<file path="config.mk">
export PLATFORM = sky130hd
export DESIGN_NAME = if_stage
export DESIGN_NICKNAME = d
export VERILOG_FILES = /design/src/rtl/riscv_pkg.sv /design/src/rtl/if_skid_buf.sv /design/src/rtl/if_stage.sv
export SDC_FILE = /design/constraint.sdc
export NUM_CORES = 1
export LEC_CHECK = 0
export ABC_AREA = 1
export CORE_UTILIZATION = 47
export DETAILED_ROUTE_END_ITERATION = 16
export HOLD_SLACK_MARGIN = 0.15
export PLACE_DENSITY = 0.78
export REMOVE_ABC_BUFFERS = 1
export SLEW_MARGIN = 20
export SYNTH_ARGS = -nofsm -noshare
export SYNTH_HDL_FRONTEND = slang
export SYNTH_SLANG_ARGS = --single-unit
</file>
<file path="constraint.sdc">
create_clock -name clk -period 5.1 [get_ports clk]
set_clock_uncertainty 0.2 [all_clocks]
set_input_delay 0.765 -clock clk [delete_from_list [all_inputs] [get_ports clk]]
set_output_delay 0.765 -clock clk [all_outputs]
set_load 0.03 [all_outputs]
</file>
<file path="src/rtl/riscv_pkg.sv">
// Shared RV32I definitions: base opcodes, the canonical bubble instruction,
// the default reset fetch address and the fetch-stage state encoding.
package riscv_pkg;

    localparam logic [6:0] OPC_R     = 7'b0110011;
    localparam logic [6:0] OPC_I     = 7'b0010011;
    localparam logic [6:0] OPC_IL    = 7'b0000011;
    localparam logic [6:0] OPC_S     = 7'b0100011;
    localparam logic [6:0] OPC_B     = 7'b1100011;
    localparam logic [6:0] OPC_LUI   = 7'b0110111;
    localparam logic [6:0] OPC_AUIPC = 7'b0010111;
    localparam logic [6:0] OPC_JAL   = 7'b1101111;
    localparam logic [6:0] OPC_JALR  = 7'b1100111;

    // addi x0,x0,0
    localparam logic [31:0] RV_NOP_INSTR = 32'h0000_0013;
    localparam logic [31:0] RV_RESET_PC  = 32'h0000_0000;

    typedef enum logic [1:0] {
        IF_IDLE = 2'd0,
        IF_REQ  = 2'd1,
        IF_HOLD = 2'd2
    } if_state_e;

    function automatic logic [31:0] pc_next(input logic [31:0] pc);
        return pc + 32'd4;
    endfunction

    function automatic logic [31:0] pc_align(input logic [31:0] pc);
        return {pc[31:2], 2'b00};
    endfunction

endpackage

</file>
<file path="src/rtl/if_skid_buf.sv">
// One-entry skid buffer holding a fetched word and its address while decode
// is stalled. Clear has priority over load, load over drain.
module if_skid_buf (
    input  logic        clk,
    input  logic        rst,
    input  logic        load_i,
    input  logic        drain_i,
    input  logic        clear_i,
    input  logic [31:0] data_i,
    input  logic [31:0] pc_i,
    output logic        valid_o,
    output logic [31:0] data_o,
    output logic [31:0] pc_o
);

    logic        valid_q;
    logic [31:0] data_q;
    logic [31:0] pc_q;

    always_ff @(posedge clk or posedge rst) begin
        if (rst) begin
            valid_q <= 1'b0;
            data_q  <= 32'h0;
            pc_q    <= 32'h0;
        end else if (clear_i) begin
            valid_q <= 1'b0;
        end else if (load_i) begin
            valid_q <= 1'b1;
            data_q  <= data_i;
            pc_q    <= pc_i;
        end else if (drain_i) begin
            valid_q <= 1'b0;
        end
    end

    assign valid_o = valid_q;
    assign data_o  = data_q;
    assign pc_o    = pc_q;

endmodule

</file>
<file path="src/rtl/if_stage.sv">
// Instruction fetch stage: drives the instruction memory, registers the IF/ID
// outputs and parks one word in a skid buffer when decode stalls mid-fetch.
module if_stage
    import riscv_pkg::*;
#(
    parameter logic [31:0] RESET_PC  = RV_RESET_PC,
    parameter logic [31:0] NOP_INSTR = RV_NOP_INSTR
) (
    input  logic        clk,
    input  logic        rst,
    input  logic        stall,
    input  logic        redirect_valid,
    input  logic [31:0] redirect_pc,
    input  logic        flush,
    output logic        imem_req,
    output logic [31:0] imem_addr,
    input  logic        imem_ready,
    input  logic [31:0] imem_rdata,
    output logic [31:0] Instruction,
    output logic [6:0]  opcode,
    output logic [31:0] if_pc,
    output logic        if_valid
);

    if_state_e   state_q, state_d;
    logic [31:0] pc_q, pc_d;
    logic [31:0] instr_q, instr_d;
    logic [31:0] if_pc_q, if_pc_d;
    logic        if_valid_q, if_valid_d;
    logic        imem_req_q;

    logic        skid_load, skid_drain, skid_clear;
    logic        skid_valid;
    logic [31:0] skid_data, skid_pc;

    // Redirect targets are word aligned; the low bits carry no information.
    logic unused_redirect_lsb;
    assign unused_redirect_lsb = ^redirect_pc[1:0];

    if_skid_buf u_skid (
        .clk     (clk),
        .rst     (rst),
        .load_i  (skid_load),
        .drain_i (skid_drain),
        .clear_i (skid_clear),
        .data_i  (imem_rdata),
        .pc_i    (pc_q),
        .valid_o (skid_valid),
        .data_o  (skid_data),
        .pc_o    (skid_pc)
    );

    always_comb begin
        state_d    = state_q;
        pc_d       = pc_q;
        instr_d    = instr_q;
        if_pc_d    = if_pc_q;
        if_valid_d = if_valid_q;
        skid_load  = 1'b0;
        skid_drain = 1'b0;
        skid_clear = 1'b0;

        if (redirect_valid) begin
            pc_d       = pc_align(redirect_pc);
            instr_d    = NOP_INSTR;
            if_valid_d = 1'b0;
            skid_clear = 1'b1;
            state_d    = IF_REQ;
        end else if (flush) begin
            instr_d    = NOP_INSTR;
            if_valid_d = 1'b0;
            skid_clear = 1'b1;
            state_d    = IF_REQ;
            // The parked word is dropped, so fetch it again from memory.
            if (state_q == IF_HOLD && skid_valid)
                pc_d = skid_pc;
        end else begin
            case (state_q)
                IF_IDLE: state_d = IF_REQ;
                IF_REQ: begin
                    if (imem_ready) begin
                        pc_d = pc_next(pc_q);
                        if (stall) begin
                            skid_load = 1'b1;
                            state_d   = IF_HOLD;
                        end else begin
                            instr_d    = imem_rdata;
                            if_pc_d    = pc_q;
                            if_valid_d = 1'b1;
                        end
                    end else if (!stall) begin
                        instr_d    = NOP_INSTR;
                        if_valid_d = 1'b0;
                    end
                end
                IF_HOLD: begin
                    if (!skid_valid) begin
                        state_d = IF_REQ;
                    end else if (!stall) begin
                        instr_d    = skid_data;
                        if_pc_d    = skid_pc;
                        if_valid_d = 1'b1;
                        skid_drain = 1'b1;
                        state_d    = IF_REQ;
                    end
                end
                default: state_d = IF_IDLE;
            endcase
        end
    end

    always_ff @(posedge clk or posedge rst) begin
        if (rst) begin
            state_q    <= IF_IDLE;
            pc_q       <= RESET_PC;
            instr_q    <= NOP_INSTR;
            if_pc_q    <= 32'h0;
            if_valid_q <= 1'b0;
            imem_req_q <= 1'b0;
        end else begin
            state_q    <= state_d;
            pc_q       <= pc_d;
            instr_q    <= instr_d;
            if_pc_q    <= if_pc_d;
            if_valid_q <= if_valid_d;
            imem_req_q <= (state_d == IF_REQ);
        end
    end

    assign imem_req    = imem_req_q;
    assign imem_addr   = pc_q;
    assign Instruction = instr_q;
    assign opcode      = instr_q[6:0];
    assign if_pc       = if_pc_q;
    assign if_valid    = if_valid_q;

endmodule

</file>
# Yosys cells after proc, flatten, opt, wreduce, memory -nomap -nowiden
# Cells that the tools add are included.
dict set report word_totals {
  register_bits 165
  elab_cells 84
  inputBits 70
  output_inout_bits 105
}
dict set report classes {
  eq_ne 12
  mux 47
  n_reduce_logical 12
  n_bitwise 3
  addsub 1
}
# operator count
set ops {}
lappend ops {{$mux W32} 16}
lappend ops {{$pmux W32 S2} 2}
lappend ops {{$add A32 B3 Y32 const B} 1}
lappend ops {{$mux W1} 21}
lappend ops {{$mux W2} 6}
lappend ops {{$reduce_bool A3 Y1} 3}
lappend ops {{$ne A4 B4 Y1 const B} 2}
lappend ops {{$reduce_and A7 Y1} 1}
lappend ops {{$ne A2 B2 Y1 const B} 3}
lappend ops {{$pmux W2 S3} 1}
lappend ops {{$reduce_and A3 Y1} 2}
lappend ops {{$ne A5 B5 Y1 const B} 1}
lappend ops {{$eq A2 B1 Y1 const B} 2}
lappend ops {{$ne A4 B3 Y1 const B} 1}
lappend ops {{$reduce_and A4 Y1} 1}
lappend ops {{$reduce_bool A4 Y1} 1}
lappend ops {{$ne A3 B2 Y1 const B} 1}
lappend ops {{$not A1 Y1} 3}
lappend ops {{$eq A2 B2 Y1 const B} 1}
lappend ops {{$logic_not A2 Y1} 1}
lappend ops {{$ne A2 B1 Y1 const B} 1}
lappend ops {{$pmux W1 S2} 1}
lappend ops {{$reduce_and A2 Y1} 1}
lappend ops {{$reduce_bool A2 Y1} 1}
lappend ops {{$logic_and A1 B1 Y1} 1}

# Logic depth before layout (Yosys ltp)
# Gate-level depths: netlist of the first run.
dict set report depth {
  depth_word 8
  depth_mapped 11
  ltp_nobuf 9
}

# Cells and area by module
# A second synthesis of the first run with hierarchy kept.
dict set report hier_totals {
  hier_cells 1151
  hier_area_um2 8612.0
}
# mod seq_area_each_um2 instances area_each_um2 cells_per_inst
set by_module_without_submodules {}
lappend by_module_without_submodules {if_stage 2506.2 1 5997.0 867}
lappend by_module_without_submodules {if_skid_buf 1626.6 1 2615.0 284}

# Worst setup path before layout of the first run
# OpenSTA, ideal clock, no wires.
dict set report synth_timing {
  path_type {input to register}
  startpoint {input port flush}
  endpoint {register u_skid.pc_q[0] (netlist: u_skid.pc_o[0])}
  t_arrival_ns 1.768
  setup_ns 0.130
  path_stages 9
  required_ns 4.770
  slack_ns 3.002
  path_buffers 3
  cell_sequence {inv_1 -> nand2_2 -> inv_2 -> buf_2 -> nand3_2 -> buf_2 -> buf_2 -> nand2_1 -> o21ai_0}
}
dict set report synth_via {
  elab_chain_cells 4
  elab_cells_between_ends 6
  cone_classes {mux (4); bitwise (1); reduce/logical (1)}
}
# element line_no
set synth_lines {}
lappend synth_lines {{start, declared} if_stage.sv:14} ;# input logic flush,
lappend synth_lines {{$mux W1} if_stage.sv:69} ;# end else if (flush) begin
lappend synth_lines {{$mux W1} if_stage.sv:63} ;# if (redirect_valid) begin
lappend synth_lines {{$not A1 Y1 (no line)} --}
lappend synth_lines {{$reduce_and A2 Y1 (no line) *} --}
lappend synth_lines {{end signal, assigned} if_skid_buf.sv:30} ;# pc_q <= pc_i;
lappend synth_lines {{end, declared} if_skid_buf.sv:18} ;# logic [31:0] pc_q;
# Every way passes the cells marked *; elsewhere a longest branch is shown, timed or not.
# A chain may end at the register's enable or synchronous reset.

# Worst setup path in the final report of the first run
dict set report layout_timing {
  startpoint {input port flush}
  endpoint {register u_skid.pc_q[29] (netlist: u_skid.pc_o[29])}
}
# The elaborated chain is that of the path after synthesis.

==> results.md, run 1 <==
### Final layout
• 4.63% — layout cells sized above 1
• 0 — total inserted antenna cells
• 30.0% — area growth from synthesis to layout
• 1272 — Final nets
• 10700 sq um — Layout Cell Area excl Fill
• 62.3% — utilization after layout

### Drt
• 0 — DRC
• 5.29 — post-detailed-route via-to-cell ratio
• 21800 um — total wire length
• 15.2 um — wire length per cell
• 5 — number of iterations in the first detailed-routing pass
• 506 — Iteration-0 DRC Markers
• 0 — post-route ant nets
• 7589 — via count of the routed design

### Global route
• 0 — antenna violations before repair
• 0 — overflow left after global routing
• 95 — maximum number of pins on one net before global-route repair
• 7294 — number of global-route vias before repair
• 25.2% — overall fraction of global-route tracks in use
• 36100 um — first-pass GRT wire length

### Clock network
• 0 — number of instances resized during post-cts repair
• 420 ps — insertion delay to the later sink of the worst-skew pair
• 0 — postcts setup bufs
• 17 — Inserted Clock Buffers
• clkbuf_16 — buffer type at the clock tree root
• 0 — Hold Buf Count CTS
• yes — clock tree from TritonCTS
• 2 — number of buffers between clock root and the deepest sink
• 60 ps — register clock-pin slew on the reported worst setup and hold paths
• 165 — number of sinks handled by clock tree synthesis
• 4 — number of H-tree levels

### Synthesis
• 0.409% — fraction of synthesized area in multiplexers
• nand2_1 — most numerous cell in the Yosys netlist
• 8250 sq um — netlist area before placement
• dfrtp_1 — largest area contributor in the netlist
• 49.1% — share of Yosys cell area claimed by the top area cell type
• 35 — post-synthesis cell type count
• 165 — Yosys reg bits
• 1061 — number of cells produced by synthesis
• dfrtp_1, nand2_1, o21ai_0 — leading post-synthesis cells by cell area
• 7.78 sq um — syn avg cell area
• 18.8% — synthesized-area fraction occupied by ao, oa, aoi and oai cells
• dfrtp_1 — Primary FF master, synth
• 0 — count of flip-flops with a built-in enable after synthesis
• 0.318% — fraction of synthesized cell area in xor and xnor cells
• 0 — yosys synthesis warning count
• 21.8% — Simple-Gate Fraction of Synth Area
• nand2_1, o21ai_0, dfrtp_1 — cell types with the highest counts after synthesis
• simple AND/OR/NAND/NOR gates — main combinational cell family by area after synthesis
• 50.1% — part of the Yosys area used for sequential elements
• 0.758% — adder-cell area share of the yosys netlist
• 100% — fraction of registers with async set or reset after synthesis

### Critical path
• primary input — critical path launch point type
• 3470 ps — data arrival at the endpoint of the critical path
• flop — kind of end point of the critical path
• primary input to flop — kind of critical path
• 5230 ps — data required time of the worst path
• 67 — top fanout value on the critical path

### Floorplanning
• 135 um — Die Y
• 18100 sq um — Die Area
• 135 um — width of the chip
• 17200 sq um — floorplan core area
• 47.9% — effective utilization at floorplan
• 175 — Boundary Pins
• 48 — # rows

### Timing
• 0 — final max-slew violation count
• 65.4% — final critical-path share of the clock period
• 0 ps — total negative slack for setup checks
• 0 — final setup vio count
• 300 MHz — max frequency
• 285 ps — hold_ws
• 3340 ps — final worst path period need
• 37.1% — worst slew slack as a fraction of its limit
• no — unrepaired setup endpoints after global routing
• 1760 ps — Worst Slack Setup Final
• 941 ps — slew at the pin closest to its max-slew limit
• 0 — number of hold violations in the final report

### Pwr
• 400 nW/um^2 — total power divided by cell area
• 270 uV — VDD IR max
• 4.86 nW — LEAKAGE

### Placement
• 172 — I/O Buffers
• 0.815 — final weighted congestion in routability-driven placement
• 1370 ps — worst slack after detailed placement
• 14200 um — DP HPWL
• 10100 sq um — Area after DPL

### Worst hold path
• flop to flop — path category of the worst min-delay check

### Run status
• complete, no violations — run status

### Job
• 0 — max-cap viol count

critical path: stages:
cell and delay [ps]:
clkdlybuf4s50_1 410, inv_1 130, nand2_2 190, inv_2 560
nand3_4 720, buf_12 430, o21ai_0 220
per-stage QoR:
step,std cells,power [W]
global route,1434,0.00451
finish,1434,0.00429
detailed placement,1403,0.00288
global placement,1403,0.00285
CTS,1434,0.00432
floorplan,996,0.00240
worst paths after layout:
kind / startpoint / endpoint / slack (ps) / cells after the start
setup / recovery: flush / u_skid.pc_o[29] / 1760 / 7
setup reg to reg: state_q[0] / Instruction[27] / 2100 / 6
min in group asynchronous: rst / if_pc[7] / 700 / 2
hold reg to reg: u_skid.data_o[8] / u_skid.data_o[8] / 280 / 2
max in group asynchronous: rst / Instruction[2] / 3120 / 3
hold / removal: u_skid.data_o[8] / u_skid.data_o[8] / 280 / 2
state kept, by name (all words and copies together), names as in the netlist:
register        flops
Instruction        32
if_pc              32
if_valid            1
imem_addr          32
imem_req            1
state_q             2
u_skid.data_o      32
u_skid.pc_o        32
u_skid.valid_o      1
cells in the final DEF, fill, tap and decap left out, types with 2 or more instances in the layout:
cell type,synthesis,routed
inv_6,0,3
clkbuf_16,0,17
and2_1,2,2
clkbuf_8,0,2
a31oi_1,2,2
inv_2,3,3
nor3_1,2,2
dfstp_2,3,3
a22oi_1,11,11
a22o_1,28,28
o21ai_0,175,175
clkinvlp_4,0,2
inv_1,85,84
a21oi_1,42,42
mux2_2,3,3
nand3_1,35,35
dfrtp_1,162,162
bufinv_16,0,5
buf_12,0,2
nor2_1,105,104
a21boi_0,9,9
xor2_1,3,3
ha_1,5,5
buf_4,7,8
clkdlybuf4s50_1,0,172
nand2_1,308,308
layer usage:
layer | share of wire (%) | vias to the layer above | GRT usage [%]
met5 | 0 | - | 0
met4 | 2.1 | 0 | 8.86
met3 | 7.0 | 32 | 4.77
met2 | 48 | 287 | 41.9
met1 | 43 | 3561 | 33.1
li1 | - | 3709 | -
cells by family after synthesis:
kind of cell	count (synthesis)
adders and majority gates	5
and+or+nand+nor	457
buffers and inverters	153
AOI/OAI and AO/OA	275
muxes	3
DFF	165
xor gates and xnor gates	3
cell type report:
cell class	instances	area, sq um
fill	1523	6510
clock buffer	20	457
inverter	88	335
clock inverter	11	196
timing repair buffer	182	1820
multi-input combinational	743	3510
sequential	165	4130
tap	225	282
report_power, final:
part	total, W	switching (W)	internal [W]
clock	0.00142	0.000529	0.000896
combinational	0.00111	0.000652	0.000456
sequential	0.00176	0.000194	0.00156
total	0.00429	0.00138	0.00291
Power figures use the tool's default switching activity.
==> inputs of run 2 (changes only) <==
clock period = 2.74 ns   (was 5.1 ns; I/O delays follow)
==> run 2 against run 1 <==
  * Worst setup slack lost 1300 ps
  * Register-to-register slack lost 1600 ps
  * Final cell count grew 0.91%
==> results.md, run 2 (synthesized netlist as in run 1, its figures left out) <==
### Run status
• complete, no violations — run status

### Timing
• 588 ps — slew at the pin closest to its max-slew limit
• 414 ps — Worst Slack Setup Final
• 430 MHz — max frequency
• 0 — number of hold violations in the final report
• 84.9% — final critical-path share of the clock period
• 0 ps — total negative slack for setup checks
• 0 — final max-slew violation count
• 2330 ps — final worst path period need
• no — unrepaired setup endpoints after global routing
• 60.7% — worst slew slack as a fraction of its limit
• 0 — final setup vio count

### Floorplanning
• 175 — Boundary Pins
• 48 — # rows
• 135 um — width of the chip
• 17200 sq um — floorplan core area
• 47.9% — effective utilization at floorplan
• 135 um — Die Y
• 18100 sq um — Die Area

### Critical path
• 2470 ps — data arrival at the endpoint of the critical path
• primary input to flop — kind of critical path
• primary input — critical path launch point type
• imem_addr[2] — launching point of the worst reg2reg path
• 35 — top fanout value on the critical path
• 2880 ps — data required time of the worst path
• flop — kind of end point of the critical path
• redirect_valid — Critical path origin

### Clock network
• 0 — number of instances resized during post-cts repair
• 0 — Hold Buf Count CTS
• 2 — number of buffers between clock root and the deepest sink
• yes — clock tree from TritonCTS
• clkbuf_16 — buffer type at the clock tree root
• 4 — number of H-tree levels
• 0 — postcts setup bufs
• 165 — number of sinks handled by clock tree synthesis
• 17 — Inserted Clock Buffers
• 60 ps — register clock-pin slew on the reported worst setup and hold paths
• 420 ps — insertion delay to the later sink of the worst-skew pair

### Final layout
• 30.8% — area growth from synthesis to layout
• nand2_1, o21ai_0, clkdlybuf4s50_1 — most used cells in the layout excluding fill and tap cells
• 0 — total inserted antenna cells
• 10800 sq um — Layout Cell Area excl Fill
• nand2_1 — commonest non-fill, non-tap cell in the layout
• 1284 — Final nets
• 1447 — post-route non-filler standard cell count
• 5.73% — layout cells sized above 1

### Pwr
• 4.88 nW — LEAKAGE
• 0.00261 W — Net Switching
• 0.00504 W — internal power of the cells
• 709 nW/um^2 — total power divided by cell area
• 27.2% — combinational share of power
• 0.00766 W — overall power of the completed layout
• 30.2% — clock network fraction of total power
• 42.5% — register share of total power
• 430 uV — VDD IR max
• 34.1% — switch share

### Drt
• 0 — post-route ant nets
• 484 — Iteration-0 DRC Markers
• 7563 — via count of the routed design
• 0 — DRC
• 5 — number of iterations in the first detailed-routing pass
• 5.23 — post-detailed-route via-to-cell ratio
• 21400 um — total wire length
• 14.8 um — wire length per cell

### Worst hold path
• primary input to asynchronous set/reset pin — path category of the worst min-delay check

### Global route
• 0 — overflow left after global routing
• 0 — antenna violations before repair
• 24.8% — overall fraction of global-route tracks in use
• 65 — maximum number of pins on one net before global-route repair
• 35400 um — first-pass GRT wire length
• 7201 — number of global-route vias before repair

### Placement
• 0.815 — final weighted congestion in routability-driven placement
• 172 — I/O Buffers
• 1415 — Cell Count Post-Placement
• 14700 um — DP HPWL
• 32.0 ps — worst slack after detailed placement
• 10200 sq um — Area after DPL

### Job
• 0 — max-cap viol count

run 2: changes by cell type in the layout (fill, tap and decap cells not counted):
| cell | previous run | this run |
|---|---|---|
| buf_4 | 8 | 15 |
| clkbuf_1 | 1 | 0 |
| inv_6 | 3 | 7 |
| buf_12 | 2 | 7 |
| bufinv_16 | 5 | 1 |
| clkbuf_8 | 2 | 0 |
| clkinvlp_4 | 2 | 5 |
| clkinv_4 | 1 | 2 |
run 2: worst max-delay path, cell delays in order:
cell and delay, ps:
clkdlybuf4s50_1 620, inv_2 120, nand2_2 180, inv_2 170
buf_4 370, o21ai_0 280, o21ai_0 230, nand2_1 80
run 2: worst paths after layout:
| path | to | slack, ps | depth (start not counted) |
|---|---|---|---|
| worst max-delay path | Instruction[1] | 410 | 8 |
| worst min-delay path | if_pc[1] | 240 | 2 |
| worst max register to register | imem_addr[22] | 540 | 9 |
| worst min register to register | u_skid.data_o[22] | 290 | 2 |
| max in group asynchronous | Instruction[13] | 1440 | 3 |
| min in group clk | u_skid.data_o[22] | 290 | 2 |
run 2: layout make-up:
| class | instances | area [sq um] |
|---|---|---|
| multi-input cells | 743 | 3510 |
| fillers | 1494 | 6440 |
| flip-flops and latches | 165 | 4130 |
| repair buffers | 194 | 1970 |
| clock buffers | 17 | 425 |
| clock inverters | 15 | 143 |
| inverters | 88 | 335 |
| well taps | 225 | 282 |
run 2: stage by stage:
| step | utilization (%) | hold WS [ps] |
|---|---|---|
| finish | 62.6 | 240 |
| global route | 62.6 | 278 |
| CTS | 62.6 | 247 |
| detailed placement | 59.3 | 273 |
| floorplan | - | 253 |
| global placement | 59.3 | 266 |
run 2: power by group through the flow:
stage	sequential (W)	clock [W]	combinational, W
6_report	0.00326	0.00231	0.00209
5_1_grt	0.00332	0.00246	0.00228
4_1_cts	0.00325	0.00235	0.00210
3_5_place_dp	0.00329	0	0.00209
3_3_place_gp	0.00327	0	0.00205
2_1_floorplan	0.00371	0	0.000748
run 2: metal layers:
metal,track usage [%],wire length [um],vias to the layer above
li1,-,-,3744
met1,32.5,9430,3542
met2,41.0,10200,244
met3,5.26,1260,33
met4,8.43,471,0
met5,0,0,-
==> inputs of run 3 (changes only) <==
CORE_UTILIZATION = 52   (was 47)
PLACE_DENSITY = 0.81   (was 0.78)
clock period = 2.4 ns   (was 2.74 ns; I/O delays follow)
==> run 3 against run 2 <==
  * Highest routed layer unchanged
  * Sequential share of layout area fell by 0.37 points
  * Largest cell class unchanged
  * Die area fell by 9.5%
  * Sequential cell count did not move
  * Utilization rose by 8.3 points
==> results.md, run 3 (synthesized netlist as in run 1, its figures left out) <==
### Run status
• complete, no violations — run status

### Global route
• 65 — maximum number of pins on one net before global-route repair
• 35000 um — first-pass GRT wire length
• 0 — overflow left after global routing
• 7205 — number of global-route vias before repair
• 0 — antenna violations before repair
• 27.0% — overall fraction of global-route tracks in use

### Placement
• 172 — I/O Buffers
• 0.862 — final weighted congestion in routability-driven placement
• 38.1 ps — worst slack after detailed placement
• 14000 um — DP HPWL
• 1407 — Cell Count Post-Placement
• 10300 sq um — Area after DPL

### Timing
• 60.5% — worst slew slack as a fraction of its limit
• 0 — number of hold violations in the final report
• 2250 ps — final worst path period need
• 93.9% — final critical-path share of the clock period
• no — unrepaired setup endpoints after global routing
• 0 — final max-slew violation count
• 444 MHz — max frequency
• 146 ps — Worst Slack Setup Final
• 0 — final setup vio count
• 592 ps — slew at the pin closest to its max-slew limit
• 0 ps — total negative slack for setup checks

### Final layout
• nand2_1, o21ai_0, clkdlybuf4s50_1 — most used cells in the layout excluding fill and tap cells
• 1440 — post-route non-filler standard cell count
• 70.9% — utilization after layout
• 0 — total inserted antenna cells
• 4130 sq um — footprint of the flip-flops and latches
• 1291 — Final nets
• 10900 sq um — Layout Cell Area excl Fill
• 1212 — number of filler cells placed in the layout
• 3510 sq um — multi-input combinational cell area
• 6.02% — layout cells sized above 1
• 32.1% — area growth from synthesis to layout
• nand2_1 — commonest non-fill, non-tap cell in the layout

### Clock network
• 4 — number of H-tree levels
• 165 — number of sinks handled by clock tree synthesis
• 17 — Inserted Clock Buffers
• 70 ps — register clock-pin slew on the reported worst setup and hold paths
• yes — clock tree from TritonCTS
• 0 — postcts setup bufs
• 2 — number of buffers between clock root and the deepest sink
• 430 ps — insertion delay to the later sink of the worst-skew pair
• clkbuf_16 — buffer type at the clock tree root

### Drt
• 7613 — via count of the routed design
• 14.6 um — wire length per cell
• 5.29 — post-detailed-route via-to-cell ratio
• 0 — post-route ant nets
• 549 — Iteration-0 DRC Markers
• 21000 um — total wire length
• 0 — DRC
• 5 — number of iterations in the first detailed-routing pass

### Critical path
• inv_1 -> ha_1 -> nor2_1 -> o31ai_4 -> buf_12 -> nand2_1 -> o21ai_0 — critical path cell sequence
• flop — critical path launch point type
• o31ai_4 — cell type of the slowest stage on the worst timing path
• 2540 ps — data required time of the worst path
• 38 — top fanout value on the critical path
• flop to flop — kind of critical path
• flop — kind of end point of the critical path
• 510 ps — Worst path max stage delay
• 2390 ps — data arrival at the endpoint of the critical path

### Floorplanning
• 15400 sq um — floorplan core area
• 16400 sq um — Die Area
• 128 um — Die Y
• 128 um — width of the chip
• 175 — Boundary Pins
• 45 — # rows
• 53.7% — effective utilization at floorplan

### Pwr
• 819 nW/um^2 — total power divided by cell area
• 4.95 nW — LEAKAGE
• 560 uV — VDD IR max

### Job
• 0 — max-cap viol count

### Worst hold path
• flop to flop — path category of the worst min-delay check

[run 3: cell count changes in the layout (fill, tap and decap cells not counted), sizes merged]
| cell | previous run | this run |
|---|---|---|
| buf | 22 | 28 |
| bufinv | 1 | 3 |
| clkbuf | 17 | 21 |
| clkinv | 3 | 2 |
| dlygate4sd3 | 0 | 1 |
| inv | 94 | 89 |
[run 3: final cells by class]
| type | instances | share of cell area (%) |
|---|---|---|
| Sequential cell | 165 | 37.9 |
| Timing Repair Buffer | 201 | 18.8 |
| Multi-Input combinational cell | 743 | 32.2 |
| Inverter | 88 | 3.08 |
| Clock inverter | 11 | 1.38 |
| Tap cell | 211 | 2.42 |
| Clock buffer | 21 | 4.22 |
[run 3: path summary, 6_finish.rpt]
kind | from | to | slack (ps) | cells after the start
max | state_q[1] | Instruction[28] | 150 | 7
min | Instruction[1] | Instruction[1] | 280 | 2
max reg2reg | state_q[1] | Instruction[28] | 150 | 7
min reg2reg | Instruction[1] | Instruction[1] | 280 | 2
max in group asynchronous | rst | if_pc[19] | 720 | 4
min in group asynchronous | rst | if_pc[7] | 670 | 3
[run 3: critical path, delay by kind of cell (launching register included)]
| family | cells | cell delay (ps) |
|---|---|---|
| and+or+nand+nor | 2 | 250 |
| AOI/OAI and AO/OA | 2 | 600 |
| adders and majority gates | 1 | 320 |
| DFF | 1 | 410 |
| buffers and inverters | 2 | 380 |
[run 3: through the flow]
| step | power [W] | hold slack, ps |
|---|---|---|
| after floorplan | 0.00509 | 253 |
| after global placement | 0.00607 | 265 |
| after detailed placement | 0.00614 | 272 |
| after CTS | 0.00897 | 285 |
| after global routing | 0.00938 | 301 |
| final | 0.00893 | 279 |
[run 3: metal layers]
layer	track usage, %	up-vias	routed length [um]
met4	9.62	0	437
met2	43.8	277	9920
met3	6.22	37	1570
met5	0	-	0
met1	35.7	3541	9090
li1	-	3758	-
[run 3: what timing repair did]
action	4_1_cts	5_1_grt
hold buffers	1	0
resized for setup	0	0
endpoints found under the hold margin	33	0
[run 3: power by group]
part           switching (W)  internal [W]
Sequential          0.000401       0.00332
Clock                0.00112       0.00170
Combinational        0.00139       0.00101
Total                0.00291       0.00602
